<file path="src/rtl/vote_accumulator_3b.sv">
// Valid/ready accumulator that sums NUM_OPERANDS 3-bit operands through an external adder.
// Optional build macro VOTE_ACC_SATURATE_EN clamps the accumulator at 7 on carry-out.
module vote_accumulator_3b #(
   parameter int NUM_OPERANDS = 4
) (
   input  logic       clock,
   input  logic       reset,
   input  logic       start,
   input  logic       clear,
   input  logic       in_valid,
   input  logic [2:0] in_data,
   output logic       in_ready,
   output logic [2:0] add_a,
   output logic [2:0] add_b,
   output logic       add_cin,
   input  logic [2:0] add_sum,
   input  logic [2:0] add_cout,
   output logic [2:0] result,
   output logic       overflow,
   output logic [2:0] count,
   output logic       busy,
   output logic       done
);

   typedef enum logic [1:0] {
      S_IDLE    = 2'd0,
      S_CAPTURE = 2'd1,
      S_DONE    = 2'd2
   } state_t;

   localparam logic [2:0] LP_LAST = 3'(NUM_OPERANDS);

   state_t     r_state;
   state_t     w_next;
   logic [2:0] r_acc;
   logic [2:0] r_count;
   logic       r_ovf;
   logic       w_accept;
   logic       w_last;
   logic       w_restart;
   logic [2:0] w_acc_nxt;
   logic       w_unused;

   // Only the carry out of bit 2 matters; lower carries are internal to the adder.
   assign w_unused  = ^add_cout[1:0];

   assign w_accept  = in_valid && (r_state == S_CAPTURE);
   assign w_last    = w_accept && ((r_count + 3'd1) == LP_LAST);
   assign w_restart = (r_state == S_IDLE) && start;

`ifdef VOTE_ACC_SATURATE_EN
   assign w_acc_nxt = add_cout[2] ? 3'b111 : add_sum;
`else
   assign w_acc_nxt = add_sum;
`endif

   always_ff @(posedge clock or posedge reset) begin
      if (reset) begin
         r_state <= S_IDLE;
      end else begin
         r_state <= w_next;
      end
   end

   always_comb begin
      w_next = r_state;
      case (r_state)
         S_IDLE:    if (start)  w_next = S_CAPTURE;
         S_CAPTURE: if (w_last) w_next = S_DONE;
         S_DONE:    w_next = S_IDLE;
         default:   w_next = S_IDLE;
      endcase
      if (clear) begin
         w_next = S_IDLE;
      end
   end

   // clear and a fresh start both zero the run; clear also beats a same-cycle accept.
   always_ff @(posedge clock or posedge reset) begin
      if (reset) begin
         r_acc   <= 3'd0;
         r_count <= 3'd0;
         r_ovf   <= 1'b0;
      end else if (clear || w_restart) begin
         r_acc   <= 3'd0;
         r_count <= 3'd0;
         r_ovf   <= 1'b0;
      end else if (w_accept) begin
         r_acc   <= w_acc_nxt;
         r_count <= r_count + 3'd1;
         r_ovf   <= r_ovf | add_cout[2];
      end
   end

   assign in_ready = (r_state == S_CAPTURE);
   assign busy     = (r_state == S_CAPTURE);
   assign done     = (r_state == S_DONE);
   assign add_a    = r_acc;
   assign add_b    = in_data;
   assign add_cin  = 1'b0;
   assign result   = r_acc;
   assign overflow = r_ovf;
   assign count    = r_count;

endmodule

</file>
<file path="config.mk">
export PLATFORM = sky130hd
export DESIGN_NAME = vote_accumulator_3b
export DESIGN_NICKNAME = d
export VERILOG_FILES = /design/src/rtl/vote_accumulator_3b.sv
export SDC_FILE = /design/constraint.sdc
export NUM_CORES = 1
export LEC_CHECK = 0
export BUFFER_PORTS_ARGS = -buffer_cell sky130_fd_sc_hd__buf_2
export CORE_AREA = 2 2 39 41
export DETAILED_ROUTE_END_ITERATION = 10
export DIE_AREA = 0 0 41 43
export PLACE_DENSITY_LB_ADDON = 0.05
export SLEW_MARGIN = 20
export SYNTH_ARGS = -nofsm -noshare
export SYNTH_HDL_FRONTEND = slang
export SYNTH_SLANG_ARGS = --single-unit
</file>
<file path="constraint.sdc">
create_clock -name clock -period 2.9 [get_ports clock]
set_input_delay 0.58 -clock clock [delete_from_list [all_inputs] [get_ports clock]]
set_output_delay 0.58 -clock clock [all_outputs]
set_load 0.01 [all_outputs]
</file>
==> reports/metrics.csv <==
metric;value;unit
outcome;finished clean;
synth_top_area_cell;sky130_fd_sc_hd__dfrtp_1;
finish.net_count;84;
dieHeight;43;µm
synth_top_area_frac;0.4557;
number_of_post_cts_setup_repair_buffers;0;
synthDistinctLibCells;22;
yosys-top-cells-area;sky130_fd_sc_hd__dfrtp_1, sky130_fd_sc_hd__buf_4, sky130_fd_sc_hd__nand2_1, sky130_fd_sc_hd__a21oi_1, sky130_fd_sc_hd__ha_1;
die-width;41;µm
slew_headroom;0.6664;
p_sw;0.00006516;W
worstSetupPathType;reg -> out;
post_synthesis_xor_xnor_area_fraction;0.01772;
number_of_antenna_violations_at_the_first_check_in_global_routing;0;
hp-class;in -> async;
synth_compound_gate_area_share;0.08608;
clock_tree.root_cell;sky130_fd_sc_hd__clkbuf_4;
detail_route.wl_per_cell;11.43;µm
setup_repair_after_global_routing_missed_its_margin;false;
cts_max_level;1;
vias;377;
hpwl;743.7;µm
final_common_cell;sky130_fd_sc_hd__buf_2;
power.share.switching;0.2496;
antenna_cells_inserted;0;
setup.worst_path.start_class;flip-flop;
vdd_ir_drop_max;195.0;µV
drtIter0Drc;1;
hold_slack;268.2;ps
drt.antenna.violating_nets;0;
first_pass_grt_wire_length;1.490;mm
place_congestion;0.6140;
transition_at_the_pin_with_the_smallest_max_transition_slack;500.4;ps
post_synth_instance_area;494.2;µm²
max-cap-violations;0;
grt-ovfl-total;0;
total_power;0.0002610;W
proportion_of_synthesized_area_in_mux_cells;0;
clock_latency;260;ps
dp_worst_setup_slack;1404;ps
layout.cells.most_common_list;sky130_fd_sc_hd__buf_2, sky130_fd_sc_hd__dfrtp_1, sky130_fd_sc_hd__nand2_1;
seq_power_share;0.508;
layout_min_cycle_time;1621;ps
critical_path.max_stage_delay;420;ps
finalHoldViolCount;0;
arrival_time_at_the_worst_endpoint;1040;ps
required_time_of_the_critical_path;2320;ps
synth_simple_gate_area_frac;0.2127;
clock.fmax;616.8;MHz
arithmetic_cell_share_of_the_synthesized_area_counting_full_adders_half_adders_and_majority_gates;0.05063;
crit_path_end_kind;output port;
leakage;0.3125;nW
tns;0;ps
finalSetupViolCount;0;
power-per-cell-area;458.5;nW/µm²
combinational_share_of_power;0.124;
place_area;543.0;µm²
totalWireLength;949;µm
cp_top_family;flip-flops;
dominant_combinational_cell_family_by_area_after_synthesis;simple AND/OR/NAND/NOR gates;
p_int;0.0001959;W
grt_start_max_net_pins;10;
gr-usage-all-layers;0.1287;
rows;14;
start_util;0.3571;
ff2ff_setup_slack;1610;ps
top_level_ports;31;
cts_num_sinks;9;
synth_seq_cells;9;
placeableCoreArea;1384;µm²
via_count_of_the_first_global_routing_pass;342;
timing.final.ws_setup;1279;ps
syn_to_final_growth;15.19;%
ctsHoldBuffers;0;
synth.avg_cell_area;9.504;µm²
drc_errors;0;
die_area;1763;µm²
route.detailed.vias_per_inst;4.542;
p_clk_frac;0.367;
drv_slew;0;
drive_gt1_frac;0.3731;
post_cts_resized;0;
synth_seq_area_share;0.4557;
number_of_buffers_on_the_longest_clock_path;2;
cts_tree;yes;
ys.warnings.count;0;
worst-path-buf-inv;1;
buffer_ports.inserted;21;
postLayoutCellArea;569.3;µm²
critPathMaxFanout;7;
cts_made_buffers;3;
synth_nets;68;
crit_chain;nor2b_1, buf_2;
path_clk_slew;60;ps
final.setup_skew;3.159;ps
min_period_over_period;0.5591;
synth_cells;52;
firstDrtPassIters;2;
timing.critical_path.slowest_stage_cell;sky130_fd_sc_hd__dfrtp_1;
layer usage:
| metal | vias to the layer above | track usage | share of wire |
|---|---|---|---|
| met1 | 168 | 0.1623 | 0.39 |
| met5 | - | 0 | 0 |
| li1 | 190 | - | - |
| met2 | 19 | 0.1781 | 0.50 |
| met4 | 0 | 0.02000 | 0 |
| met3 | 0 | 0.09424 | 0.11 |
state kept, by name (all words and copies together) (netlist names):
register	count
add_a	3
count	3
r_state	2
overflow	1
per-stage QoR:
| stage | util | instances |
|---|---|---|
| floorplan | - | 52 |
| global placement | 0.3924 | 79 |
| finish | 0.4114 | 83 |
| global route | 0.4114 | 83 |
| detailed placement | 0.3924 | 79 |
| CTS | 0.4114 | 83 |
path summary, 6_finish.rpt:
check                                       start  depth (start not counted)                endpoint
setup / recovery           r_state[0]$_DFFE_PP0P_                          2                    busy
hold / removal                              reset                          2  r_state[0]$_DFFE_PP0P_
setup reg to reg           r_state[0]$_DFFE_PP0P_                          3    overflow$_DFFE_PP0P_
hold reg to reg              overflow$_DFFE_PP0P_                          2    overflow$_DFFE_PP0P_
max in group asynchronous                   reset                          2    count[2]$_DFFE_PP0P_
min in group clock           overflow$_DFFE_PP0P_                          2    overflow$_DFFE_PP0P_
worst register-to-register path: cells and delay by family, from the launching register on:
family | cells | cell delay [ps]
flip-flops | 1 | 430
AND/OR/NAND/NOR | 3 | 720
cells by family after synthesis:
group                    Yosys count
adder cells (fa/ha/maj)            2
flip-flops                         9
AO/OA/AOI/OAI                      7
buffers and inverters             12
AND/OR/NAND/NOR                   20
XOR/XNOR                           1
other                              1
Yosys cell counts:
cell / instances
sky130_fd_sc_hd__ha_1: 2
sky130_fd_sc_hd__buf_2: 1
sky130_fd_sc_hd__buf_4: 8
sky130_fd_sc_hd__and4b_1: 1
sky130_fd_sc_hd__inv_1: 2
sky130_fd_sc_hd__nand3b_1: 1
sky130_fd_sc_hd__o21ai_0: 1
sky130_fd_sc_hd__nor3b_1: 1
sky130_fd_sc_hd__a211oi_2: 1
sky130_fd_sc_hd__nand3_1: 1
sky130_fd_sc_hd__and2b_1: 1
sky130_fd_sc_hd__nor3_1: 1
sky130_fd_sc_hd__or2_0: 1
sky130_fd_sc_hd__nor2_1: 3
sky130_fd_sc_hd__buf_6: 1
sky130_fd_sc_hd__nor2b_1: 1
sky130_fd_sc_hd__conb_1: 1
sky130_fd_sc_hd__nand2_1: 8
sky130_fd_sc_hd__and3b_1: 1
sky130_fd_sc_hd__a21oi_1: 5
sky130_fd_sc_hd__xnor2_1: 1
sky130_fd_sc_hd__dfrtp_1: 9
power groups by stage:
| stage | combinational (W) | clock [W] | sequential (W) |
|---|---|---|---|
| finish | 0.0000324 | 0.0000959 | 0.000133 |
| global route | 0.0000370 | 0.000109 | 0.000133 |
| CTS | 0.0000331 | 0.000101 | 0.000133 |
| detailed placement | 0.0000330 | 0 | 0.000135 |
| global placement | 0.0000331 | 0 | 0.000135 |
| floorplan | 0.0000272 | 0 | 0.000136 |
area by class of cell:
| cell class | count | area, µm² |
|---|---|---|
| clock buffers | 4 | 26.28 |
| repair buffers | 21 | 105.1 |
| inverters | 2 | 7.507 |
| fillers | 148 | 814.5 |
| flip-flops and latches | 9 | 225.2 |
| well taps | 16 | 20.02 |
| multi-input cells | 31 | 185.2 |
Note: power is estimated with default switching activity, not from simulation.
